<file path="src/rtl/traffic_timer_bank.sv">
// traffic_timer_bank: prescaled timebase and divided clock driving a bank of independent down-counting timers
module traffic_timer_bank #(
    parameter int CLK_DIV    = 5,
    parameter int NUM_TIMERS = 4,
    parameter int CNT_W      = 8
) (
    input  logic                        i_clk,
    input  logic                        i_reset,
    input  logic                        i_pause,
    input  logic [NUM_TIMERS-1:0]       i_start,
    input  logic [NUM_TIMERS-1:0]       i_clear,
    input  logic [NUM_TIMERS*CNT_W-1:0] i_duration,
    output logic                        o_tick,
    output logic                        o_clk,
    output logic [NUM_TIMERS-1:0]       o_busy,
    output logic [NUM_TIMERS-1:0]       o_expired,
    output logic [NUM_TIMERS-1:0]       o_done,
    output logic [NUM_TIMERS*CNT_W-1:0] o_count
);
    localparam int PW = $clog2(CLK_DIV);
    localparam logic [PW-1:0] LAST = PW'(CLK_DIV - 1);

    typedef enum logic [1:0] {IDLE, RUN, EXPIRED} state_t;

    logic [PW-1:0]         presc;
    logic [NUM_TIMERS-1:0] start_prev;
    logic [NUM_TIMERS-1:0] start_edge;

    assign o_tick     = (presc == LAST) & ~i_pause;
    assign start_edge = i_start & ~start_prev;

    // Timebase: prescaler and divided clock freeze under pause; start history tracks every cycle
    always_ff @(posedge i_clk or posedge i_reset) begin
        if (i_reset) begin
            presc      <= '0;
            o_clk      <= 1'b0;
            start_prev <= '1;
        end else begin
            start_prev <= i_start;
            if (!i_pause) presc <= o_tick ? '0 : presc + 1'b1;
            if (o_tick) o_clk <= ~o_clk;
        end
    end

    for (genvar k = 0; k < NUM_TIMERS; k++) begin : g_ch
        state_t             state, state_nx;
        logic [CNT_W-1:0]   cnt, cnt_nx;
        logic               done, done_nx;
        logic [CNT_W-1:0]   dur;

        assign dur = i_duration[k*CNT_W +: CNT_W];

        // Channel state register
        always_ff @(posedge i_clk or posedge i_reset) begin
            if (i_reset) begin
                state <= IDLE;
                cnt   <= '0;
                done  <= 1'b0;
            end else begin
                state <= state_nx;
                cnt   <= cnt_nx;
                done  <= done_nx;
            end
        end

        // Next state: clear beats a start edge, a start edge beats the tick
        always_comb begin
            state_nx = state;
            cnt_nx   = cnt;
            done_nx  = 1'b0;
            if (i_clear[k]) begin
                state_nx = IDLE;
                cnt_nx   = '0;
            end else if (start_edge[k]) begin
                state_nx = (dur != '0) ? RUN : EXPIRED;
                cnt_nx   = dur;
                done_nx  = (dur == '0);
            end else if (state == RUN && o_tick) begin
                state_nx = (cnt > CNT_W'(1)) ? RUN : EXPIRED;
                cnt_nx   = (cnt > CNT_W'(1)) ? cnt - 1'b1 : '0;
                done_nx  = (cnt <= CNT_W'(1));
            end
        end

        assign o_busy[k]                    = (state == RUN);
        assign o_expired[k]                 = (state == EXPIRED);
        assign o_done[k]                    = done;
        assign o_count[k*CNT_W +: CNT_W]    = cnt;
    end
endmodule

</file>
<file path="config.mk">
export PLATFORM = sky130hd
export DESIGN_NAME = traffic_timer_bank
export DESIGN_NICKNAME = d
export VERILOG_FILES = /design/src/rtl/traffic_timer_bank.sv
export SDC_FILE = /design/constraint.sdc
export NUM_CORES = 1
export LEC_CHECK = 0
export ABC_AREA = 1
export ABC_CLOCK_PERIOD_IN_PS = 2500
export CORE_UTILIZATION = 36
export CTS_BUF_LIST = sky130_fd_sc_hd__clkbuf_8
export DETAILED_ROUTE_END_ITERATION = 10
export GPL_TIMING_DRIVEN = 0
export PLACE_DENSITY_LB_ADDON = 0.1
export SYNTH_ARGS = -nofsm -noshare
export SYNTH_HDL_FRONTEND = slang
export SYNTH_SLANG_ARGS = --single-unit
</file>
<file path="constraint.sdc">
create_clock -name i_clk -period 2.5 [get_ports i_clk]
set_input_delay 0.375 -clock i_clk [delete_from_list [all_inputs] [get_ports i_clk]]
set_output_delay 0.375 -clock i_clk [all_outputs]
set_load 0.005 [all_outputs]
</file>
Word level (Yosys, flattened, before mapping)
Cells that the tools add are included.
Widths: inputs -> output; s select.
{"block": "word_totals", "regBits": 52, "in_bits": 43, "word_cells": 107}
{"block": "classes", "addsub": 5, "n_lt_le_gt_ge": 8, "n_eq_ne": 9, "n_mux": 49, "bitwise": 5, "n_reduce_logical": 16}
{"op": "$mux 8", "n": 16}
{"op": "$mux 2", "n": 20}
{"op": "$gt 8x1->1 const B", "n": 4}
{"op": "$le 8x1->1 const B", "n": 4}
{"op": "$logic_not 8->1", "n": 4}
{"op": "$reduce_bool 8->1", "n": 4}
{"op": "$sub 8x1->8 const B", "n": 4}
{"op": "$mux 1", "n": 12}
{"op": "$reduce_bool 3->1", "n": 4}
{"op": "$eq 2x1->1 const B", "n": 4}
{"op": "$eq 2x2->1 const B", "n": 4}
{"op": "$and 4x4->4", "n": 1}
{"op": "$logic_and 1x1->1", "n": 4}
{"op": "$not 4->4", "n": 1}
{"op": "$add 3x1->3 const B", "n": 1}
{"op": "$eq 3x3->1 const B", "n": 1}
{"op": "$mux 3", "n": 1}
{"op": "$not 1->1", "n": 2}
{"op": "$and 1x1->1", "n": 1}

Depth between registers and ports, before layout
Gate-level depths: netlist of run 1.
{"block": "depth", "word_depth": 6, "mapped_depth": 11, "mapped_depth_nobuf": 11}

Worst setup path after synthesis of run 1
No wires, ideal clock.
{"block": "synth_timing", "path_kind": "register to register", "startpoint": "register g_ch[3].cnt[0]", "endpoint": "register g_ch[3].state[0]", "setup_time_ns": 0.121, "arrival_ns": 1.260, "setup_slack_ns": 1.120, "stages_incl_launch_ff": 10, "path_buffers": 0, "cell_sequence": "dfrtp_1 -> inv_1 -> ha_1 -> nor2_1 -> nor2_1 -> nand2_1 -> nand2_1 -> nand2_1 -> nand2_1 -> o21ai_1"}
{"block": "synth_between", "elab_chain_cells": 5}
{"element": "start: declaration", "line": "47", "rtl": "logic [CNT_W-1:0] cnt, cnt_nx;"}
{"element": "start signal: assignment", "line": "61", "rtl": "cnt <= cnt_nx;"}
{"element": "$gt 8x1->1", "line": "79", "rtl": "state_nx = (cnt > CNT_W'(1)) ? RUN : EXPIRED;"}
{"element": "$mux 2", "line": "79"}
{"element": "$mux 2", "line": "78", "rtl": "end else if (state == RUN && o_tick) begin"}
{"element": "$mux 2", "line": "74", "rtl": "end else if (start_edge[k]) begin"}
{"element": "$mux 2", "line": "71", "rtl": "if (i_clear[k]) begin"}
{"element": "end signal: assignment", "line": "60", "rtl": "state <= state_nx;"}
{"element": "end: declaration", "line": "46", "rtl": "state_t state, state_nx;"}
No other way between the ends. The select of a mux whose other input is x is not followed.
A chain may end at the register's enable or synchronous reset.

Worst setup path after layout of run 1
{"block": "layout_timing", "startpoint": "register presc[0]", "endpoint": "output port o_tick"}
{"block": "layout_between", "elab_chain_cells": 2}
{"element": "start: declaration", "line": "25", "rtl": "logic [PW-1:0] presc;"}
{"element": "start signal: assignment", "line": "40", "rtl": "if (!i_pause) presc <= o_tick ? '0 : presc + 1'b1;"}
{"element": "$eq 3x3->1", "line": "29", "rtl": "assign o_tick = (presc == LAST) & ~i_pause;"}
{"element": "$and 1x1->1", "line": "29"}
{"element": "end: declaration", "line": "13", "rtl": "output logic o_tick,"}
No other way between the ends.

==> results.py, run 1 <==
metrics = {
    "floorplan": {
        "dieArea_mm2": 0.00996,
        "core.rowCount": 35,
        "initial_core_util_pct": 37.3,
        "boundaryPins": 89,
        "die_y_um": 99.8,
        "die_x_um": 99.8,
        "core_region_area_mm2": 0.00924,
    },
    "critical_path": {
        "cp_max_fo": 7,
        "end_kind": "output port",
        "cp.required_ps": 2120,
        "path_class": "flip-flop to output port",
        "start_kind": "flip-flop",
        "rrSetupSlack_ps": 890,
        "arrival_ps": 1750,
    },
    "synthesis": {
        "synth_cells": 507,
        "avgSynthCellArea_um2": 6.79,
        "ys_seq_elements": 52,
        "synth.distinct_cells": 27,
        "yosysSeqAreaShare_pct": 37.9,
        "ys_warn_count": 0,
        "synth_area_leaders": "dfrtp_1 (35%), nand2_1 (24%), inv_1 (6.8%), nor2_1 (6.0%), ha_1 (3.6%)",
        "synth_top_cell_by_area": "dfrtp_1",
        "synth_area_mm2": 0.00344,
        "synth_top_area_share_pct": 34.9,
        "mappedNetlistNets": 560,
    },
    "placed_design": {
        "io_buffer_count": 88,
        "globalplace.congestion": 0.858,
        "dp_slack_ps": 456,
        "hpwl_mm": 6.28,
    },
    "finish": {
        "layout_commonest_cell": "nand2_1",
        "drive_gt1_share_pct": 8.94,
        "fillCellCount": 942,
        "area_growth_pct": 33.6,
        "most-common-layout-cells": "nand2_1 (219), clkdlybuf4s50_1 (88), inv_1 (62)",
        "nNetsFinal": 656,
        "antennaDiodeCount": 0,
    },
    "global_routing": {
        "grt.overflow.total": 0,
        "grt_pass1_wl_mm": 14.2,
        "grt.total_usage_pct": 17.6,
        "grt_max_degree": 41,
        "first_global_vias": 3131,
        "antenna_found_initial": 0,
    },
    "clocking": {
        "cts_tree": "done",
        "root_buffer": "clkbuf_8",
        "cts.path.max_buffers": 2,
        "cts_resized": 0,
        "htree_levels": 2,
        "cts.sinks": 52,
        "cts_setup_buffers": 0,
        "clkLatencyLatePin_ps": 310,
        "postCtsHoldBufs": 0,
        "clk_pin_slew_ps": 110,
        "numCtsBuffers": 5,
    },
    "drt": {
        "ant_nets": 0,
        "drtIter0Drc": 90,
        "via_count": 3314,
        "drc": 0,
        "wire_per_inst_um": 11.4,
        "drt-pass1-iter-count": 6,
        "via_per_inst": 4.52,
        "wirelength_mm": 8.38,
    },
    "pwr": {
        "p_leak_nw": 2.36,
        "power.density_mw_per_mm2": 1150,
        "ir_worst_vdd_v": 0.000504,
    },
    "min_path": {
        "hp-class": "input pin to async pin",
    },
    "sta": {
        "worstMarginPinSlew_ps": 326,
        "finalHoldViolCount": 0,
        "rsz0062_at_grt": "no",
        "clock_skew_ps": 17.6,
        "slew_viol_final": 0,
        "hold_ws_ps": 320,
        "slew_headroom_pct": 78.2,
        "setup_slack_ps": 378,
        "setup_viol": 0,
        "post-route-period-util_pct": 84.9,
        "period_needed_ps": 2120,
        "fmaxAchievable_mhz": 471,
    },
    "run": {
        "cap_viol_max_count": 0,
    },
    "status": {
        "outcome": "finished, final reports clean",
    },
}
-- area by class of cell --
class,count,area [µm²],share of cell area [%]
sequential,52,1310,28.4
clock buffer,6,82.6,1.80
timing repair buffer,89,901,19.6
buffer,7,45.0,0.980
tap,129,161,3.51
clock inverter,2,11.3,0.245
multi-input combinational,382,1820,39.6
inverter,66,268,5.82
-- where the power goes --
group | switching [W] | internal, W | total, W | leakage (nW)
Combinational | 0.00170 | 0.00150 | 0.00321 | 1.64
Clock | 0.000295 | 0.000222 | 0.000517 | 0.0486
Sequential | 0.000396 | 0.00117 | 0.00156 | 0.672
Total | 0.00239 | 0.00289 | 0.00529 | 2.36
-- cells in the mapped netlist, drive strengths merged --
master,instances
dfrtp,48
and3,1
buf,7
o22ai,6
nor3,2
ha,10
nand4,9
dfstp,4
nand3,21
a21oi,1
xnor2,6
o21bai,1
clkinv,4
xor2,6
inv,62
nor2,66
o21ai,25
nand2,228
-- worst max-delay path, cell delays in order, from the launching register on --
cell and delay, ps:
dfrtp_1 390, inv_1 90, ha_1 160, nand2_2 90, nor2_8 180, clkdlybuf4s50_1 530
-- metrics by stage --
stage               std cells  setup TNS (ps)  utilization (%)  power (W)  cell area (µm²)
floorplan                 507               0                -    0.00365             3440
global placement          724          -14250             48.5    0.00473             4480
detailed placement        725               0             48.7    0.00479             4500
CTS                       733               0             49.8    0.00534             4600
global route              733               0             49.8    0.00586             4600
finish                    733               0             49.8    0.00529             4600
-- metal layers --
layer | GRT usage [%] | wire, µm | vias up
met2 | 30.5 | 3940 | 72
met4 | 4.64 | 62 | 0
li1 | - | - | 1743
met5 | 0 | 0 | -
met1 | 22.8 | 3970 | 1494
met3 | 3.13 | 402 | 5
-- worst paths after layout --
kind / endpoint / from / cells past startpoint
setup / recovery: o_tick / presc[0] / 5
hold / removal: g_ch[3].cnt[5] / i_reset / 2
setup reg to reg: g_ch[3].state[0] / g_ch[3].cnt[0] / 9
hold reg to reg: o_clk / o_clk / 1
max in group asynchronous: start_prev[2] / i_reset / 3
min in group i_clk: o_clk / o_clk / 1
-- registers in the layout (all words and copies together) (netlist names) --
register,flops
g_ch.cnt,32
o_clk,1
presc,3
g_ch.done,4
start_prev,4
g_ch.state,8
-- kinds of logic after synthesis --
| kind of cell | after synthesis | share of synthesized area, % |
|---|---|---|
| buffers and inverters | 73 | 9.09 |
| DFF | 52 | 37.9 |
| adders and majority gates | 10 | 3.64 |
| AOI/OAI and AO/OA | 33 | 5.63 |
| xor gates and xnor gates | 12 | 3.05 |
| and+or+nand+nor | 327 | 40.6 |
Note: power is estimated with default switching activity, not from simulation.
==> inputs of run 2 (changes only) <==
Settings changed: ABC_CLOCK_PERIOD_IN_PS 2500 to 2100.
Clock period 2.5 ns to 2.1 ns, I/O delays scaled along.
==> results.py, run 2 (synthesis results as in run 1) <==
metrics = {
    "critical_path": {
        "start_kind": "flip-flop",
        "path_class": "flip-flop to output port",
        "cp.required_ps": 1780,
        "reg2reg_from": "g_ch[3].cnt[0]",
        "arrival_ps": 1660,
        "r2r_cells": 9,
        "cp-startpoint": "presc[0]",
        "end_kind": "output port",
        "rrSetupSlack_ps": 490,
        "cp_max_fo": 3,
    },
    "finish": {
        "regArea_mm2": 0.00131,
        "antennaDiodeCount": 0,
        "multi_input_area_mm2": 0.00182,
        "fillCellCount": 939,
        "layout_commonest_cell": "nand2_1",
        "largest_reg_flops": 32,
        "reg_top3": "g_ch.cnt x32, g_ch.state x8",
        "nNetsFinal": 657,
        "regMostFlops": "g_ch.cnt",
        "final_util_pct": 49.8,
        "most-common-layout-cells": "nand2_1 (219), clkdlybuf4s50_1 (88), inv_1 (62)",
        "area_growth_pct": 33.8,
        "finalNonFillerCells": 734,
        "drive_gt1_share_pct": 9.09,
        "fin_area_mm2": 0.00461,
    },
    "clocking": {
        "cts.sinks": 52,
        "cts_setup_buffers": 1,
        "root_buffer": "clkbuf_8",
        "htree_levels": 2,
        "cts_resized": 0,
        "cts.path.max_buffers": 2,
        "cts_tree": "done",
        "numCtsBuffers": 5,
        "clk_pin_slew_ps": 110,
        "clkLatencyLatePin_ps": 310,
        "postCtsHoldBufs": 0,
    },
    "sta": {
        "rsz0062_at_grt": "no",
        "setup_viol": 0,
        "finalHoldViolCount": 0,
        "slew_headroom_pct": 78.4,
        "slew_viol_final": 0,
        "fmaxAchievable_mhz": 508,
        "worstMarginPinSlew_ps": 324,
        "clock_skew_ps": 18.9,
        "post-route-period-util_pct": 93.8,
        "period_needed_ps": 1970,
        "fin_tns_setup_ps": 0,
    },
    "global_routing": {
        "antenna_found_initial": 0,
        "grt_use_met2_pct": 30.5,
        "grt.overflow.total": 0,
        "grt_max_degree": 41,
        "met1_usage_pct": 22.9,
        "first_global_vias": 3133,
        "groute.layer.met3.usage_pct": 3.13,
        "grt.total_usage_pct": 17.7,
        "grt_pass1_wl_mm": 14.2,
        "grt-busiest-layer": "met2",
    },
    "pwr": {
        "clkPwrFrac_pct": 9.7,
        "power.density_mw_per_mm2": 1370,
        "switchingPower_w": 0.00284,
        "power_frac_seq_pct": 29.5,
        "p_int_w": 0.00345,
        "ir_worst_vdd_v": 0.000601,
        "p_sw_share_pct": 45.2,
        "p_comb_share_pct": 60.8,
        "p_leak_nw": 2.36,
    },
    "floorplan": {
        "die_y_um": 99.8,
        "boundaryPins": 89,
        "die_x_um": 99.8,
        "initial_core_util_pct": 37.3,
        "dieArea_mm2": 0.00996,
        "core.rowCount": 35,
        "core_region_area_mm2": 0.00924,
    },
    "run": {
        "cap_viol_max_count": 0,
    },
    "drt": {
        "drc": 0,
        "ant_nets": 0,
        "wirelength_mm": 8.40,
        "wire_per_inst_um": 11.4,
        "via_count": 3312,
        "drt-pass1-iter-count": 6,
        "drtIter0Drc": 93,
        "via_per_inst": 4.51,
    },
    "placed_design": {
        "globalplace.congestion": 0.858,
        "io_buffer_count": 88,
        "post-place-cells": 725,
        "dpl_cell_area_mm2": 0.00450,
        "hpwl_mm": 6.28,
    },
    "status": {
        "outcome": "finished, final reports clean",
    },
    "min_path": {
        "hp-class": "input pin to async pin",
    },
}
[run 2: layout make-up]
type / instances / area share, %
timing repair buffer: 90 / 19.7
clock inverter: 2 / 0.244
clock buffer: 6 / 1.79
buffer: 7 / 0.978
inverter: 66 / 5.81
sequential: 52 / 28.4
tap: 129 / 3.50
multi-input combinational: 382 / 39.6
[run 2: stage by stage]
stage | worst slack (ps) | total power [W] | hold slack (ps)
floorplan | 534 | 0.00434 | 319
CTS | 103 | 0.00637 | 261
finish | 130 | 0.00629 | 260
detailed placement | 176 | 0.00570 | 460
global route | 3.76 | 0.00699 | 285
global placement | -641 | 0.00563 | 456
[run 2: final timing paths]
check	to
worst max-delay path	o_tick
worst min-delay path	g_ch[3].cnt[5]
worst max register to register	g_ch[3].state[0]
worst min register to register	o_clk
max in group asynchronous	start_prev[2]
min in group i_clk	start_prev[0]
[run 2: metal layers]
metal / part of all wire [%] / wire length (µm) / up-vias
met5: 0 / 0 / -
met4: 0.74 / 62 / 0
met3: 4.7 / 393 / 5
met2: 47 / 3950 / 71
met1: 48 / 4000 / 1493
li1: - / - / 1743
[run 2: critical path, cell delays in order, from the launching register on]
cell	delay [ps]
dfrtp_1	390
inv_1	90
ha_1	160
nand2_2	90
nor2_8	120
clkdlybuf4s50_1	500
[run 2: power groups by stage]
stage,sequential [W],combinational [W],clock [W]
2_1_floorplan,0.00180,0.00254,0
3_3_place_gp,0.00188,0.00376,0
3_5_place_dp,0.00188,0.00382,0
4_1_cts,0.00187,0.00385,0.000648
5_1_grt,0.00193,0.00438,0.000678
6_report,0.00186,0.00382,0.000610
